<file path="src/rtl/ifu_fetch.sv">
// Instruction-fetch stage: one outstanding imem read per PC, registered handoff to decode,
// stale-response draining after redirects, and bus-error / watchdog fault reporting.
module ifu_fetch #(
   parameter int PC_WIDTH   = 32,
   parameter int INST_WIDTH = 32,
   parameter int TIMEOUT    = 255
) (
   input  logic                  clk,
   input  logic                  rst,
   input  logic [PC_WIDTH-1:0]   pc,
   input  logic                  branch_taken,
   output logic                  pc_enable,
   output logic                  imem_req_valid,
   input  logic                  imem_req_ready,
   output logic [PC_WIDTH-1:0]   imem_req_addr,
   input  logic                  imem_resp_valid,
   output logic                  imem_resp_ready,
   input  logic [INST_WIDTH-1:0] imem_resp_data,
   input  logic                  imem_resp_err,
   output logic                  inst_valid,
   input  logic                  inst_ready,
   output logic [INST_WIDTH-1:0] inst,
   output logic [PC_WIDTH-1:0]   inst_pc,
   output logic                  inst_fault
);

   localparam int CNT_W = (TIMEOUT < 1) ? 1 : $clog2(TIMEOUT + 1);
   localparam logic [CNT_W-1:0] TIMEOUT_C = CNT_W'(TIMEOUT);

   typedef enum logic [2:0] {
      S_IDLE  = 3'd0,
      S_REQ   = 3'd1,
      S_WAIT  = 3'd2,
      S_HOLD  = 3'd3,
      S_DRAIN = 3'd4
   } state_t;

   state_t                state_q, state_d;
   logic [CNT_W-1:0]      cnt_q, cnt_d;
   logic [INST_WIDTH-1:0] inst_q, inst_d;
   logic [PC_WIDTH-1:0]   inst_pc_q, inst_pc_d;
   logic                  fault_q, fault_d;
   logic                  tmo_q, tmo_d;
   logic [CNT_W-1:0]      cnt_inc;
   logic                  timeout_hit;

   // cnt_inc is the number of WAIT cycles including the current one
   assign cnt_inc     = cnt_q + 1'b1;
   assign timeout_hit = (TIMEOUT != 0) && (cnt_inc == TIMEOUT_C);

   always_ff @(posedge clk or negedge rst) begin
      if (!rst) begin
         state_q   <= S_IDLE;
         cnt_q     <= '0;
         inst_q    <= '0;
         inst_pc_q <= '0;
         fault_q   <= 1'b0;
         tmo_q     <= 1'b0;
      end else begin
         state_q   <= state_d;
         cnt_q     <= cnt_d;
         inst_q    <= inst_d;
         inst_pc_q <= inst_pc_d;
         fault_q   <= fault_d;
         tmo_q     <= tmo_d;
      end
   end

   always_comb begin
      state_d = state_q;
      case (state_q)
         S_IDLE:  state_d = S_REQ;
         S_REQ:   if (imem_req_ready) state_d = branch_taken ? S_DRAIN : S_WAIT;
         S_WAIT: begin
            if (imem_resp_valid)   state_d = branch_taken ? S_REQ : S_HOLD;
            else if (branch_taken) state_d = S_DRAIN;
            else if (timeout_hit)  state_d = S_HOLD;
         end
         // after a timeout the original request is still in flight and must be absorbed
         S_HOLD:  if (inst_ready || branch_taken) state_d = tmo_q ? S_DRAIN : S_REQ;
         S_DRAIN: if (imem_resp_valid) state_d = S_REQ;
         default: state_d = S_IDLE;
      endcase
   end

   always_comb begin
      cnt_d     = cnt_q;
      inst_d    = inst_q;
      inst_pc_d = inst_pc_q;
      fault_d   = fault_q;
      tmo_d     = tmo_q;
      case (state_q)
         S_REQ: cnt_d = '0;
         S_WAIT: begin
            cnt_d = cnt_inc;
            if (imem_resp_valid && !branch_taken) begin
               inst_d    = imem_resp_data;
               inst_pc_d = pc;
               fault_d   = imem_resp_err;
               tmo_d     = 1'b0;
            end else if (!imem_resp_valid && !branch_taken && timeout_hit) begin
               inst_d    = '0;
               inst_pc_d = pc;
               fault_d   = 1'b1;
               tmo_d     = 1'b1;
            end
         end
         S_HOLD: if (inst_ready || branch_taken) tmo_d = 1'b0;
         default: ;
      endcase
   end

   always_comb begin
      imem_req_valid  = (state_q == S_REQ);
      imem_resp_ready = (state_q == S_WAIT) || (state_q == S_DRAIN);
      inst_valid      = (state_q == S_HOLD);
      inst_fault      = (state_q == S_HOLD) && fault_q;
      pc_enable       = (state_q != S_IDLE) &&
                        (((state_q == S_HOLD) && inst_ready) || branch_taken);
   end

   assign imem_req_addr = pc;
   assign inst          = inst_q;
   assign inst_pc       = inst_pc_q;

endmodule
</file>
<file path="config.mk">
export PLATFORM = sky130hd
export DESIGN_NAME = ifu_fetch
export DESIGN_NICKNAME = d
export VERILOG_FILES = /design/src/rtl/ifu_fetch.sv
export SDC_FILE = /design/constraint.sdc
export NUM_CORES = 1
export LEC_CHECK = 0
export ABC_AREA = 1
export CAP_MARGIN = 20
export CORE_MARGIN = 1
export CORE_UTILIZATION = 44
export CTS_CLUSTER_SIZE = 16
export DETAILED_ROUTE_END_ITERATION = 6
export PLACE_DENSITY = 0.86
export RECOVER_POWER = 50
export SETUP_SLACK_MARGIN = 0.5
export SLEW_MARGIN = 20
export SYNTH_ARGS = -nofsm -noshare
export SYNTH_HDL_FRONTEND = slang
export SYNTH_SLANG_ARGS = --single-unit
</file>
<file path="constraint.sdc">
create_clock -name clk -period 5 [get_ports clk]
set_input_delay 0.5 -clock clk [delete_from_list [all_inputs] [get_ports clk]]
set_output_delay 0.5 -clock clk [all_outputs]
set_load 0.005 [all_outputs]
</file>
---- Word-level counts from Yosys, hierarchy flattened ----
Cells that the tools add are included.
cells by class
  $add $sub $neg .......................... 1
  equality and inequality tests ........... 10
  multiplexer cells ....................... 20
  reductions and logical operators ........ 19
operators by type and width
  kind                   count
  $mux W32               4
  $mux W3                8
  $pmux W8 S2            1
  $pmux W3 S5            1
  $add A8 B1 Y8 const B  1
  $eq A8 B8 Y1 const B   1
  $eq A3 B2 Y1 const B   2
  $logic_and A1 B1 Y1    6
  $reduce_bool A2 Y1     3
  $mux W1                4
  $ne A2 B1 Y1 const B   2
  $ne A4 B4 Y1 const B   1
  $reduce_and A4 Y1      1
  $eq A3 B1 Y1 const B   1
  $eq A3 B3 Y1 const B   1
  $logic_not A3 Y1       1
  $logic_or A1 B1 Y1     3
  $ne A3 B3 Y1 const B   1
  $reduce_and A3 Y1      1
  $reduce_bool A3 Y1     1
  $logic_not A1 Y1       2
  $mux W2                1
  $ne A2 B2 Y1 const B   1
  $pmux W1 S2            1
  $reduce_and A2 Y1      1
word-level totals
  bits in registers ....................... 77
  bits of input ports ..................... 71
  output and inout port bits .............. 101
  logic and storage cells ................. 56

---- Logic depth before layout (Yosys ltp) ----
Gate-level depths: netlist (run 1).
  depth after elaboration ................. 6
  mapped depth ............................ 15
  mapped depth without buffers ............ 14

---- Worst setup path before layout (run 1) ----
No wires, ideal clock.
  path type ............................... flip-flop to flip-flop
  start ................................... reg cnt_q[0]
  end ..................................... reg inst_pc_q[10], in the netlist inst_pc[10]
  library setup time ...................... 0.117 ns
  arrival time ............................ 1.597 ns
  required time ........................... 4.883 ns
  path slack .............................. 3.286 ns
  cell stages (with the launch flop) ...... 14
  buffers on the path ..................... 2
  period minus slack after synthesis ...... 1.714 ns
  cells stage by stage .................... dfrtp_1 > ha_1 > nand3_1 > inv_1 > nand3_1 > nand2_1 > nor2_1 > nand2_1 > nand2_2 > nand2_4 > buf_6 > buf_6 > nand2_1 > nand2_1
between the ends
  word-level cells in the longest chain between the ends .. 5
RTL lines
  what                          RTL line  source
  from (decl)                   39        logic [CNT_W-1:0] cnt_q, cnt_d;
  from (signal assigned)        61        cnt_q <= cnt_d;
  $add A8 B1 Y8                 48        assign cnt_inc = cnt_q + 1'b1;
  $eq A8 B8 Y1                  49        assign timeout_hit = (TIMEOUT != 0) && (cnt_inc == TIMEOUT_C);
  $logic_and A1 B1 Y1           101       end else if (!imem_resp_valid && !branch_taken && timeout_hit) begin
  $reduce_bool A2 Y1 (no line)  --
  $reduce_and A2 Y1 (no line)   --
  to (signal assigned)          63        inst_pc_q <= inst_pc_d;
  to (decl)                     41        logic [PC_WIDTH-1:0] inst_pc_q, inst_pc_d;
Every way passes these cells.
A chain may end at the register's enable or synchronous reset.

---- Final worst setup path (run 1) ----
  start ................................... reg cnt_q[0]
  end ..................................... reg inst_q[7], in the netlist inst[7]
between the ends
  word-level cells in the longest chain between the ends .. 5
RTL lines
  what                          RTL line  source
  $add A8 B1 Y8                 48
  $eq A8 B8 Y1                  49
  $logic_and A1 B1 Y1           101
  $reduce_bool A2 Y1 (no line)  --
  $reduce_and A2 Y1 (no line)   --
  to (signal assigned)          62        inst_q <= inst_d;
  to (decl)                     40        logic [INST_WIDTH-1:0] inst_q, inst_d;
Every way passes these cells.

==> flow_metrics.tcl, run 1 <==
set metrics [dict create \
    grt_pass1_vias 3067 \
    comb_power_share 0.392 \
    finalSetupTns_ps 0 \
    timing.final.crit_share 0.573 \
    switchingPower_uw 775 \
    grt.total_usage 0.210 \
    maxSlewViolCount 0 \
    synthCells 425 \
    wl_per_cell_um 13.1 \
    ys_types 22 \
    post-cts-setup-buffers 0 \
    grt_pass1_wl_mm 14.1 \
    cts_tree "yes" \
    clkTransAtPathRegs_ps 80 \
    swShare 0.312 \
    dieArea_sq_mm 0.00844 \
    max_freq_ghz 0.349 \
    synth-seq-cells 77 \
    cts_resized 0 \
    min_path_type "in -> async" \
    h-tree-depth 3 \
    postRouteAntennaNets 0 \
    syn_area_per_cell_sq_um 8.36 \
    status "complete, no violations" \
    fillers 638 \
    drt_iter0_drc 176 \
    maxCapViolations 0 \
    die-width_um 91.9 \
    setup_violations 0 \
    n_antenna_cell 0 \
    ys_warn_count 0 \
    start_kind "register" \
    slew_headroom 0.371 \
    r2r_end "inst[7]" \
    initial_core_util 0.457 \
    p_clk_frac 0.195 \
    die_y_um 91.9 \
    worst-r2r-cell-count 11 \
    crit_required_ps 5190 \
    r2r_slack_ps 2140 \
    crit_chain "ha_1, nand2_1, nand2_1, nor2_1, nand3_1, nor2_1, nand2_1, nand2_2, nand2_4, nand2_1, o21ai_1" \
    drc 0 \
    vias_per_cell 4.88 \
    grt.overflow.total 0 \
    cts_buffers 9 \
    drive_above_1_share 0.0411 \
    p_seq_frac 0.413 \
    row_count 32 \
    portBuffers 171 \
    antenna_found_initial 0 \
    tightest_slew_ps 943 \
    holdBufCountCts 0 \
    clkSinkCount 77 \
    hold_ws_ps 298 \
    cp_num_buf_inv 0 \
    path_class "reg -> reg" \
    cp_data_arrival_time_ps 3050 \
    drt_wl_total_mm 8.65 \
    syn_area_sq_mm 0.00355 \
    syn_nets 498 \
    ioPinCount 172 \
    clk_latency_ps 340 \
    p_leak_uw 0.00247 \
    skew_ps 7.96 \
    p_int_uw 1710 \
    crit_top_cell "nand2_1" \
    cp_max_fo 99 \
    cp_slowest_cell "nand2_4" \
    max-vdd-ir-drop_uv 247 \
    root_buffer "clkbuf_8" \
    clock_path_buffers 2 \
    power_density_mw_per_mm2 472 \
    firstDrtPassIters 4 \
    fin_nets 630 \
    vias 3231 \
    grt_start_max_net_pins 100 \
    gp_routability_congestion 0.803 \
    area_growth_pct 48.2 \
    rsz0062_at_grt "false" \
    slowest_delay_ps 640 \
    end_kind "register" \
    final_hold_viol_count 0 \
    rr_startpoint "cnt_q[0]" \
    yosysSeqAreaShare 0.542 \
    period_needed_ps 2860 \
    crit_family "simple AND/OR/NAND/NOR gates" \
    coreArea_sq_mm 0.00777 \
    hpwl_mm 6.24 \
]
## routing by layer
layer  vias to the layer above  part of all wire  global-route usage
li1                       1594                 -                   -
met1                      1498              0.41               0.262
met2                       128              0.50               0.361
met3                        11             0.071              0.0464
met4                         0             0.014              0.0677
met5                         -                 0                   0
## power groups by stage
| stage | clock, uW | combinational, uW | sequential, uW |
|---|---|---|---|
| finish | 485 | 974 | 1030 |
| global route | 524 | 1070 | 1060 |
| CTS | 494 | 1040 | 1030 |
| detailed placement | 0 | 1040 | 1030 |
| global placement | 0 | 1010 | 1030 |
| floorplan | 0 | 366 | 1040 |
## state kept, by name, summed over array words and instances, names as in the netlist
name / count
cnt_q: 8
state_q: 3
inst_pc: 32
tmo_q: 1
fault_q: 1
inst: 32
## kinds of logic after synthesis
logic type | synth area share
AND/OR/NAND/NOR | 0.252
flip-flops | 0.542
buffers and inverters | 0.118
AO/OA/AOI/OAI | 0.0810
adder cells (fa/ha/maj) | 0.00704
## worst reg2reg max path: stages (launching register included)
cell	delay (ps)
dfrtp_1	410
ha_1	240
nand2_1	80
nand2_1	70
nor2_1	110
nand3_1	90
nor2_1	100
nand2_1	90
nand2_2	480
nand2_4	650
nand2_1	310
o21ai_1	100
## cells in the final DEF (no fill, tap or decap), types with 2 or more instances in the layout
cell	n
o21ai_0	9
o22ai_1	5
ha_1	2
clkdlybuf4s50_1	128
dfrtp_1	77
nand2_1	160
nor2_2	3
bufinv_16	2
dlygate4sd3_1	42
clkinv_2	2
buf_4	3
o21ai_1	35
clkbuf_8	9
nand3_1	42
a22oi_1	2
nor2_1	12
inv_1	19
## worst max-delay path by stage
stage | from | end | slack, ps | cells after the start
after floorplan | cnt_q[0] | inst_pc[10] | 3290 | 13
after global placement | imem_resp_valid | tmo_q | 2240 | 8
after detailed placement | cnt_q[0] | inst[7] | 2150 | 11
after CTS | cnt_q[0] | inst[14] | 2140 | 11
after global routing | cnt_q[1] | inst[14] | 1800 | 12
final | cnt_q[0] | inst[7] | 2140 | 11
## area by class of cell
class,count,area (sq um),area share
clock inverters,5,77.6,0.0147
well taps,102,128,0.0242
flip-flops and latches,77,1930,0.366
clock buffers,9,124,0.0235
repair buffers,173,1720,0.327
inverters,20,75.1,0.0143
multi-input cells,276,1210,0.230
## synth_stat cells
| master | count | area share |
|---|---|---|
| nand2_1 | 160 | 0.17 |
| dfrtp_1 | 77 | 0.54 |
| nand3_1 | 42 | 0.059 |
| o21ai_1 | 35 | 0.049 |
| buf_4 | 32 | 0.068 |
| inv_1 | 19 | 0.020 |
| nor2_1 | 13 | 0.014 |
| buf_2 | 11 | 0.015 |
| o21ai_0 | 9 | 0.013 |
| clkbuf_1 | 7 | 0.0074 |
| o22ai_1 | 5 | 0.0088 |
| a22oi_1 | 2 | 0.0042 |
| buf_6 | 2 | 0.0063 |
| ha_1 | 2 | 0.0070 |
| nor2_2 | 2 | 0.0035 |
| a21oi_1 | 1 | 0.0014 |
| a31oi_1 | 1 | 0.0018 |
| inv_2 | 1 | 0.0011 |
| nand2_2 | 1 | 0.0018 |
| nand2_4 | 1 | 0.0032 |
| nor3_1 | 1 | 0.0014 |
| o211a_1 | 1 | 0.0028 |
## through the flow
stage / instances / cell area, sq um / util / worst slack, ps / total power (uW)
2_1_floorplan: 425 / 3550 / - / 3290 / 1410
3_3_place_gp: 648 / 5060 / 0.652 / 2240 / 2040
3_5_place_dp: 648 / 5060 / 0.652 / 2150 / 2080
4_1_cts: 662 / 5270 / 0.678 / 2140 / 2570
5_1_grt: 662 / 5270 / 0.678 / 1800 / 2660
6_report: 662 / 5270 / 0.678 / 2140 / 2480
Power figures use the tool's default switching activity.
==> inputs of run 2 (changes only) <==
--- a/config.mk
+++ b/config.mk
@@ -8,10 +8,10 @@
 export ABC_AREA = 1
 export CAP_MARGIN = 20
 export CORE_MARGIN = 1
-export CORE_UTILIZATION = 44
+export CORE_UTILIZATION = 41
 export CTS_CLUSTER_SIZE = 16
 export DETAILED_ROUTE_END_ITERATION = 6
-export PLACE_DENSITY = 0.86
+export PLACE_DENSITY = 0.81
 export RECOVER_POWER = 50
 export SETUP_SLACK_MARGIN = 0.5
 export SLEW_MARGIN = 20
==> constraint.sdc (replaced) <==
create_clock -name clk -period 2.7 [get_ports clk]
set_input_delay 0.27 -clock clk [delete_from_list [all_inputs] [get_ports clk]]
set_output_delay 0.27 -clock clk [all_outputs]
set_load 0.005 [all_outputs]
==> run 2 against run 1 <==
The run now ends with capacitance limit, slew limit left. Largest cell class unchanged. Critical endpoint is now inst_fault. Clock skew up 1.8 ps. Cell area increased by 1.8%. Count of clock-buffer cells in the layout is 3 higher. Die area up 7.2%. Non-clock buffer count is 4 higher. Hold slack gained 140 ps. Via count increased by 2.3%. Critical path type is now reg -> out. Cell count grew 1.4%.
==> flow_metrics.tcl, run 2 (synthesis gave the netlist of run 1 again) <==
set metrics [dict create \
    status "finished with violations" \
    violations "capacitance limit, slew limit" \
    grt_use_met1 0.271 \
    crit_chain "nor2_1, inv_1, nor2_4, inv_2, nor2_1, clkdlybuf4s50_1" \
    grt.total_usage 0.211 \
    cts_buffers 9 \
    gp_routability_congestion 0.846 \
    worst-r2r-cell-count 7 \
    row_count 33 \
    drive_above_1_share 0.0530 \
    root_buffer "clkbuf_8" \
    n_antenna_cell 0 \
    postRouteAntennaNets 0 \
    maxCapViolations 1 \
    power_density_mw_per_mm2 883 \
    end_kind "output pin" \
    tightest_slew_ps 1890 \
    cp_max_fo 5 \
    fillers 703 \
    seq_area_sq_mm 0.00193 \
    firstDrtPassIters 4 \
    min_path_type "in -> async" \
    slowest_delay_ps 550 \
    die-width_um 95.1 \
    initial_core_util 0.428 \
    met3_usage 0.0638 \
    final_cell_mix "160 x nand2_1, 127 x clkdlybuf4s50_1, 77 x dfrtp_1" \
    antenna_found_initial 0 \
    grt_start_max_net_pins 78 \
    multiInputGateArea_sq_mm 0.00123 \
    crit_required_ps 2430 \
    period_needed_ps 2140 \
    max-vdd-ir-drop_uv 471 \
    grt_use_met2 0.343 \
    cp_data_arrival_time_ps 1870 \
    timing.final.crit_share 0.792 \
    vias 3306 \
    slew_headroom -0.263 \
    final_hold_viol_count 0 \
    wl_per_cell_um 13.9 \
    cp_num_buf_inv 3 \
    clkTransAtPathRegs_ps 80 \
    die_y_um 95.1 \
    finalSetupTns_ps 0 \
    cp_slowest_cell "clkdlybuf4s50_1" \
    vias_per_cell 4.93 \
    hpwl_mm 6.62 \
    max_freq_ghz 0.468 \
    cts_tree "yes" \
    area_growth_pct 50.8 \
    crit_family "buffers and inverters" \
    dieArea_sq_mm 0.00904 \
    fin_nets 634 \
    ioPinCount 172 \
    pre_cts_ws_ps 629 \
    start_kind "register" \
    portBuffers 171 \
    rsz0062_at_grt "false" \
    top_usage_layer "met2" \
    layout_commonest_cell "nand2_1" \
    clock_path_buffers 2 \
    worst_slack_ps 563 \
    maxSlewViolCount 78 \
    clkSinkCount 77 \
    p_leak_uw 0.00252 \
    drt_iter0_drc 199 \
    clk_latency_ps 350 \
    crit_top_cell "nor2_1" \
    drt_wl_total_mm 9.31 \
    skew_ps 9.80 \
    grt.overflow.total 0 \
    setup_violations 0 \
    post-cts-setup-buffers 0 \
    grt_pass1_wl_mm 14.7 \
    drc 0 \
    h-tree-depth 3 \
    rr_startpoint "state_q[2]" \
    grt_pass1_vias 3124 \
    r2r_end "state_q[0]" \
    coreArea_sq_mm 0.00830 \
    path_class "reg -> out" \
    r2r_slack_ps 720 \
]
[run 2: power breakdown]
| part | switching (uW) | internal (uW) |
|---|---|---|
| logic | 798 | 1050 |
| registers | 275 | 1620 |
| clock network | 413 | 569 |
[run 2: layout make-up]
| class | count | area share |
|---|---|---|
| inverters | 20 | 0.0140 |
| clock inverters | 4 | 0.0131 |
| clock buffers | 12 | 0.0290 |
| flip-flops and latches | 77 | 0.360 |
| well taps | 105 | 0.0245 |
| repair buffers | 177 | 0.331 |
| multi-input cells | 276 | 0.229 |
[run 2: through the flow]
stage	instances	power, uW	hold slack [ps]	cell area, sq um	utilization
final	671	4730	438	5360	0.646
after detailed placement	655	3870	459	5110	0.616
after global placement	655	3800	454	5110	0.616
after floorplan	425	2600	-25.6	3550	-
after global routing	671	5060	489	5360	0.646
after CTS	671	4880	113	5340	0.643
[run 2: metal layers]
layer	wire, um	share of wire
met5	0	0
met4	143	0.015
met3	791	0.085
met2	4430	0.48
met1	3950	0.42
[run 2: how the worst max path moves through the flow]
stage	cells after the start	to	startpoint
2_1_floorplan	13	inst_pc[10]	cnt_q[0]
3_3_place_gp	12	inst_pc[0]	cnt_q[0]
3_5_place_dp	12	inst_pc[4]	cnt_q[1]
4_1_cts	6	pc_enable	state_q[2]
5_1_grt	6	inst_fault	state_q[2]
6_report	6	inst_fault	state_q[2]
[run 2: what timing repair did]
action	in CTS	in global routing
endpoints found under the setup margin	2	46
hold buffers	0	0
resized for setup	3	6
